**src/rtl/pipeline_hazard_ctrl.sv**
```systemverilog
// pipeline_hazard_ctrl
//   Central stall/flush controller for the five-stage pipeline. Drives the
//   enable and synchronous-clear inputs of the PC and the IF/ID, ID/EX,
//   EX/MEM and MEM/WB registers. Resolves, in fixed priority order: reset,
//   data-memory wait states, multi-cycle MDU ops, EX redirects and load-use
//   hazards. Keeps saturating stall-cycle and redirect-flush counters.
//
//   Ports
//     clk, reset                 clock, synchronous active-high reset
//     id_rs1/id_rs2              ID source registers, qualified by id_uses_rs1/2
//     ex_rd, ex_mem_read         EX destination register, EX is a load
//     ex_redirect                EX is a taken branch / jump
//     ex_mdu_start               EX holds a multi-cycle MDU op
//     mem_ready                  data memory completes this cycle
//     *_en, *_flush              pipeline register enables / clears
//     mdu_busy                   MDU FSM not idle
//     stall_cycles               cycles with pc_en low (saturating)
//     redirect_flushes           redirects acted on (saturating)
module pipeline_hazard_ctrl #(
  parameter int unsigned MDU_LATENCY = 32,
  parameter int unsigned CNT_W       = 32
) (
  input  logic             clk,
  input  logic             reset,
  input  logic [4:0]       id_rs1,
  input  logic [4:0]       id_rs2,
  input  logic             id_uses_rs1,
  input  logic             id_uses_rs2,
  input  logic [4:0]       ex_rd,
  input  logic             ex_mem_read,
  input  logic             ex_redirect,
  input  logic             ex_mdu_start,
  input  logic             mem_ready,
  output logic             pc_en,
  output logic             if_id_en,
  output logic             id_ex_en,
  output logic             ex_mem_en,
  output logic             mem_wb_en,
  output logic             if_id_flush,
  output logic             id_ex_flush,
  output logic             ex_mem_flush,
  output logic             mdu_busy,
  output logic [CNT_W-1:0] stall_cycles,
  output logic [CNT_W-1:0] redirect_flushes
);

  typedef enum logic [1:0] {IDLE, BUSY, DONE} mdu_state_t;

  // The start cycle is itself a stall cycle, so BUSY covers the other
  // MDU_LATENCY-1 cycles: counting down from LATENCY-2 to 0 inclusive.
  localparam logic [4:0] CNT_LOAD = 5'(MDU_LATENCY - 2);

  mdu_state_t state;
  logic [4:0] cnt;
  logic       load_use;
  logic       mdu_stall;
  logic       redirect_take;

  assign load_use = ex_mem_read && (ex_rd != 5'd0) &&
                    ((id_uses_rs1 && (id_rs1 == ex_rd)) ||
                     (id_uses_rs2 && (id_rs2 == ex_rd)));

  assign mdu_stall = ((state == IDLE) && ex_mdu_start && mem_ready) ||
                     (state == BUSY);

  always_comb begin
    pc_en         = 1'b0;
    if_id_en      = 1'b0;
    id_ex_en      = 1'b0;
    ex_mem_en     = 1'b0;
    mem_wb_en     = 1'b0;
    if_id_flush   = 1'b0;
    id_ex_flush   = 1'b0;
    ex_mem_flush  = 1'b0;
    redirect_take = 1'b0;
    if (reset || !mem_ready) begin
      // whole pipe frozen; pending redirect/load-use re-evaluated next cycle
    end else if (mdu_stall) begin
      // front end holds; a bubble is cleared into MEM while WB drains
      ex_mem_en    = 1'b1;
      ex_mem_flush = 1'b1;
      mem_wb_en    = 1'b1;
    end else if (ex_redirect) begin
      // ID instruction is killed, so any load-use against it is moot
      pc_en         = 1'b1;
      if_id_en      = 1'b1;
      id_ex_en      = 1'b1;
      ex_mem_en     = 1'b1;
      mem_wb_en     = 1'b1;
      if_id_flush   = 1'b1;
      id_ex_flush   = 1'b1;
      redirect_take = 1'b1;
    end else if (load_use) begin
      id_ex_en    = 1'b1;
      id_ex_flush = 1'b1;
      ex_mem_en   = 1'b1;
      mem_wb_en   = 1'b1;
    end else begin
      pc_en     = 1'b1;
      if_id_en  = 1'b1;
      id_ex_en  = 1'b1;
      ex_mem_en = 1'b1;
      mem_wb_en = 1'b1;
    end
  end

  always_ff @(posedge clk) begin
    if (reset) begin
      state    <= IDLE;
      cnt      <= '0;
      mdu_busy <= 1'b0;
    end else begin
      case (state)
        IDLE: begin
          if (ex_mdu_start && mem_ready) begin
            state    <= BUSY;
            cnt      <= CNT_LOAD;
            mdu_busy <= 1'b1;
          end
        end
        BUSY: begin
          // advances even during memory wait states
          if (cnt == 5'd0) state <= DONE;
          else             cnt   <= cnt - 5'd1;
        end
        DONE: begin
          // ex_mdu_start ignored here so the finishing op cannot re-trigger
          if (mem_ready) begin
            state    <= IDLE;
            mdu_busy <= 1'b0;
          end
        end
        default: begin
          state    <= IDLE;
          mdu_busy <= 1'b0;
        end
      endcase
    end
  end

  always_ff @(posedge clk) begin
    if (reset) begin
      stall_cycles     <= '0;
      redirect_flushes <= '0;
    end else begin
      if (!pc_en && (stall_cycles != '1))
        stall_cycles <= stall_cycles + CNT_W'(1);
      if (redirect_take && (redirect_flushes != '1))
        redirect_flushes <= redirect_flushes + CNT_W'(1);
    end
  end

endmodule

```
**config.mk**
```make
export PLATFORM = sky130hd
export DESIGN_NAME = pipeline_hazard_ctrl
export DESIGN_NICKNAME = d
export VERILOG_FILES = /design/src/rtl/pipeline_hazard_ctrl.sv
export SDC_FILE = /design/constraint.sdc
export NUM_CORES = 1
export LEC_CHECK = 0
export ABC_AREA = 0
export CORE_AREA = 4 4 89 91
export CTS_CLUSTER_SIZE = 14
export DETAILED_ROUTE_END_ITERATION = 12
export DIE_AREA = 0 0 93 95
export GPL_TIMING_DRIVEN = 0
export PLACE_DENSITY = 0.81
export SLEW_MARGIN = 20
export SYNTH_ARGS = -nofsm -noshare
export SYNTH_HDL_FRONTEND = slang
export SYNTH_SLANG_ARGS = --single-unit
```
**constraint.sdc**
```tcl
create_clock -name clk -period 5.1 [get_ports clk]
set_input_delay 1.02 -clock clk [delete_from_list [all_inputs] [get_ports clk]]
set_output_delay 1.02 -clock clk [all_outputs]
set_load 0.02 [all_outputs]
```
# Yosys cells after proc, flatten, opt, wreduce, memory -nomap -nowiden
# Index checks and enable logic that the tools add are counted.
# word_totals
elab_cells	66
ff_bits	72
# op_classes
n_reduce_logical	21
n_mux	26
add_sub_neg	3
bitwise	1
n_eq_ne	10
# op_table
operator	count
$add A32 B1 Y32 const B	2
$ne A32 B32 Y1 const B	2
$mux W1	18
$eq A5 B5 Y1	2
$mux W5	2
$pmux W5 S2	1
$logic_and A1 B1 Y1	9
$reduce_and A3 Y1	3
$mux W2	3
$pmux W2 S3	1
$logic_not A5 Y1	1
$reduce_bool A5 Y1	1
$sub A5 B1 Y5 const B	1
$ne A2 B1 Y1 const B	2
$ne A2 B2 Y1 const B	2
$logic_or A1 B1 Y1	3
$pmux W1 S3	1
$eq A2 B1 Y1 const B	1
$eq A2 B2 Y1 const B	1
$logic_not A1 Y1	2
$logic_not A2 Y1	1
$reduce_bool A2 Y1	1
$not A1 Y1	1

# Depth between registers and ports, before layout
# logic_depth
word_depth	10
ltp_mapped	9

# Least setup slack after synthesis
# OpenSTA, ideal clock, no wires.
# synth_path
path_kind	input to output
from	input port ex_rd[1]
to	output port pc_en
t_arrival_ns	2.634
setup_slack_ns	1.446
path_stages	6
n_path_buf	2
required_time_ns	4.080
path_cell_list	or4_1 -> o21ai_0 -> nor2_1 -> a21oi_1 -> buf_2 -> buf_4
# synth_via
elab_chain_cells	8
elab_cells_between_ends	12
classes_between	eq/ne: 2; mux: 4; reduce/logical: 6
# synth_lines
item	line	text
start: declaration	29	input logic [4:0] ex_rd,
$eq A5 B5 Y1 (on tied branches)	60, 61	
$logic_and A1 B1 Y1 (on tied branches)	60, 61	
$logic_or A1 B1 Y1	60	((id_uses_rs1 && (id_rs1 == ex_rd)) ||
$logic_and A1 B1 Y1 (*)	59	assign load_use = ex_mem_read && (ex_rd != 5'd0) &&
$mux W1 (*) (4 in series)	--	
end: declaration	34	output logic pc_en,
# Every way passes the cells marked *; elsewhere a longest branch is shown, timed or not.

# Worst setup path in the final report
# layout_path
from	input port ex_rd[1]
to	output port pc_en
# layout_via
elab_chain_cells	8
elab_cells_between_ends	12
classes_between	eq/ne: 2; mux: 4; reduce/logical: 6
# layout_lines
item	line	text
$eq A5 B5 Y1 (on tied branches)	60, 61	
$logic_and A1 B1 Y1 (on tied branches)	60, 61	
$logic_or A1 B1 Y1	60	
$logic_and A1 B1 Y1 (*)	59	
$mux W1 (*)	93	end else if (load_use) begin
$mux W1 (*)	83	end else if (ex_redirect) begin
$mux W1 (*)	78	end else if (mdu_stall) begin
$mux W1 (*)	76	if (reset || !mem_ready) begin
# Marks and branches as above.

==> reports/metrics.cfg <==
[status]
outcome = finished clean

[sta]
fin_setup_tns_ns = 0
worstMarginPinSlew_ns = 0.748
fin_skew_ns = 0.00689
finalMaxSlewViolations = 0
fmax_ghz = 0.207
fin_hold_ws_ns = 0.523
finalHoldViolations = 0
slew-limit-headroom_pct = 50.0
finalCriticalPeriod_ns = 4.83
rsz0062_at_grt = false
setup_viol = 0
min_period_over_period_pct = 94.7

[logic_synthesis]
ys.flop_type = dfxtp_1
syn_inst = 433
synth_enable_flop_cells = 0
netlist_area_mm2 = 0.00359
ys_ff_latch = 72
synthArstFlopShare_pct = 0
yosys_warnings = 0
yosysUniqueCellTypes = 42
synth-seq-area-share_pct = 40.2
syn_nets = 460
synth.avg_cell_area_um2 = 8.29

[clock_network]
clock_path_buffers = 2
cts_tree = built
cts_sinks = 72
root_buffer = clkbuf_8
post_cts_buffers = 0
clk_pin_slew_ns = 0.07
clkLatencyLatePin_ns = 0.34
htree_num_levels = 3
numCtsBuffers = 9

[routing]
drt-vias-per-instance = 5.31
routed_wl_um = 8790
drt_iter0_markers = 104
firstDrtPassIters = 5
wl_per_cell_um = 13.7
ant_nets = 0
num_vias = 3409
drc = 0

[worst_setup_path]
cp-start-kind = primary input
r2r_setup_slack_ns = 2.58
crit_arrival_ns = 3.81
critical_path_required_ns = 4.08
worstPathMaxFanout = 11
r2r_start = state[1]
r2r_cells = 7
r2r-end = redirect_flushes[29]
crit_path_end_kind = output port
worstSetupPathType = primary input to output port

[global_route]
grt_pass1_wl_um = 14700
globalRouteOverflowTotal = 0
grt_pass1_vias = 3293
grt_max_degree = 13
grt_use_total_pct = 20.4
antenna_found_initial = 0

[floorplanning]
ioPinCount = 96
start_util_pct = 50.3
die_area_mm2 = 0.00884
num_rows = 31
core-area_mm2 = 0.00714
die_y_um = 95
fp.dieW_um = 93

[power_and_ir_drop]
peakVddDrop_mv = 0.130
p_per_area_mw_per_mm2 = 235
power.leakage_nw = 1.67

[run]
maxCapViolations = 0

[hold_path]
hold_path.startpoint = stall_cycles[27]
min_path_type = register to register
hold_end = stall_cycles[27]
whs_path_depth = 2

[cells_and_area]
syn2layout_area_growth_pct = 35.4
diodes = 0
fin_nets = 566
drive_gt1_share_pct = 5.34

[place]
dp_hpwl_um = 6550
place_congestion = 0.826
numPortBuffers = 95

[placed cells by master, fill, tap and decap left out, drive strengths merged, types with 2 or more instances in the layout]
cell           count
nor3b              4
and4              10
nor4b              3
nand2b             2
ha                 4
o31ai              2
nor2              81
or3                8
nor2b              4
or4                3
clkinv             2
xnor2             43
nand2             34
clkdlybuf4s50     95
nand4             16
and3              10
and2               4
buf                6
clkbuf            22
dfxtp             72
xor2              25
nor3              13
nor4              12
a21oi             15
inv               11
nand3             23
o21ai              7
[synth_stat cells (2+ instances only)]
| cell type | number | area (um2) |
|---|---|---|
| nor3_1 | 13 | 65.1 |
| nand4_1 | 16 | 100 |
| or4_1 | 3 | 22.5 |
| and2_1 | 4 | 25.0 |
| xor2_1 | 25 | 219 |
| and3_1 | 10 | 62.6 |
| o31ai_1 | 2 | 15.0 |
| nand2_1 | 34 | 128 |
| buf_4 | 3 | 22.5 |
| nand3_1 | 22 | 110 |
| o21ai_0 | 6 | 30.0 |
| and4_1 | 9 | 78.8 |
| a21oi_1 | 15 | 75.1 |
| nor4_1 | 9 | 56.3 |
| nor4_2 | 2 | 25.0 |
| xnor2_1 | 43 | 377 |
| ha_1 | 4 | 50.1 |
| buf_2 | 3 | 15.0 |
| or3_1 | 7 | 43.8 |
| nor3b_1 | 4 | 30.0 |
| inv_1 | 10 | 37.5 |
| dfxtp_1 | 72 | 1440 |
| nand2b_1 | 2 | 12.5 |
| nor2_1 | 81 | 304 |
| nor4b_1 | 3 | 26.3 |
| nor2b_1 | 4 | 25.0 |
| clkbuf_1 | 12 | 45.0 |
[cell families (layout without fill, tap and decap cells)]
| logic type | count (synthesis) | after routing | synth area share [%] |
|---|---|---|---|
| flip-flops | 72 | 72 | 40.2 |
| AO/OA/AOI/OAI | 30 | 30 | 4.78 |
| XOR/XNOR | 68 | 68 | 16.6 |
| multiplexers | 2 | 2 | 0.697 |
| buffers and inverters | 28 | 138 | 3.35 |
| AND/OR/NAND/NOR | 229 | 229 | 33.0 |
| adder cells (fa/ha/maj) | 4 | 4 | 1.39 |
[power breakdown]
part	switching (W)	internal, W
Sequential	0.0000112	0.000573
Combinational	0.0000557	0.0000537
Clock	0.000214	0.000237
[flip-flops by register name, summed over array words and instances, names as in the netlist]
signal	flops
state	2
cnt	5
redirect_flushes	32
mdu_busy	1
stall_cycles	32
[per-layer routing]
| layer | up-vias | track usage, % | wire length [um] |
|---|---|---|---|
| met3 | 14 | 4.38 | 454 |
| li1 | 1689 | - | - |
| met4 | 0 | 8.18 | 147 |
| met1 | 1608 | 24.9 | 3830 |
| met5 | - | 0 | 0 |
| met2 | 98 | 35.2 | 4360 |
[worst max-delay path: stages]
cell and delay (ns):
clkdlybuf4s50_1 0.48, or4_1 0.53, o21ai_0 0.25, nor2_1 0.10
a21oi_2 0.38, buf_2 0.32, buf_4 0.14, clkdlybuf4s50_1 0.59
[repair_timing]
item,CTS,global route
setup endpoints to repair,0,2
gates resized for setup,0,1
hold buffers,0,0
[worst max path at each step]
stage | from | endpoint | slack [ns] | depth (start not counted)
global route | ex_rd[1] | pc_en | 0.12 | 8
global placement | ex_rd[1] | pc_en | 0.06 | 8
floorplan | ex_rd[1] | pc_en | 1.45 | 6
finish | ex_rd[1] | pc_en | 0.27 | 8
detailed placement | ex_rd[1] | pc_en | 0.04 | 8
CTS | ex_rd[1] | pc_en | 0.05 | 8
[final cells by class]
class / count / area (um2)
buffer: 18 / 82.6
clock buffer: 10 / 138
clock inverter: 5 / 56.3
fill: 607 / 2270
inverter: 10 / 37.5
multi-input combinational: 333 / 2030
sequential: 72 / 1440
tap: 99 / 124
timing repair buffer: 95 / 951
[through the flow]
step / std cells / util, % / area (um2) / total power, W / setup slack (ns)
4_1_cts: 642 / 68.1 / 4860 / 0.00115 / 0.0477
2_1_floorplan: 433 / - / 3590 / 0.000657 / 1.45
3_3_place_gp: 627 / 65.4 / 4660 / 0.000702 / 0.0579
5_1_grt: 642 / 68.1 / 4860 / 0.00119 / 0.118
6_report: 642 / 68.1 / 4860 / 0.00114 / 0.268
3_5_place_dp: 627 / 65.4 / 4660 / 0.000706 / 0.0440
No activity file was read; power rests on OpenSTA's default activity.
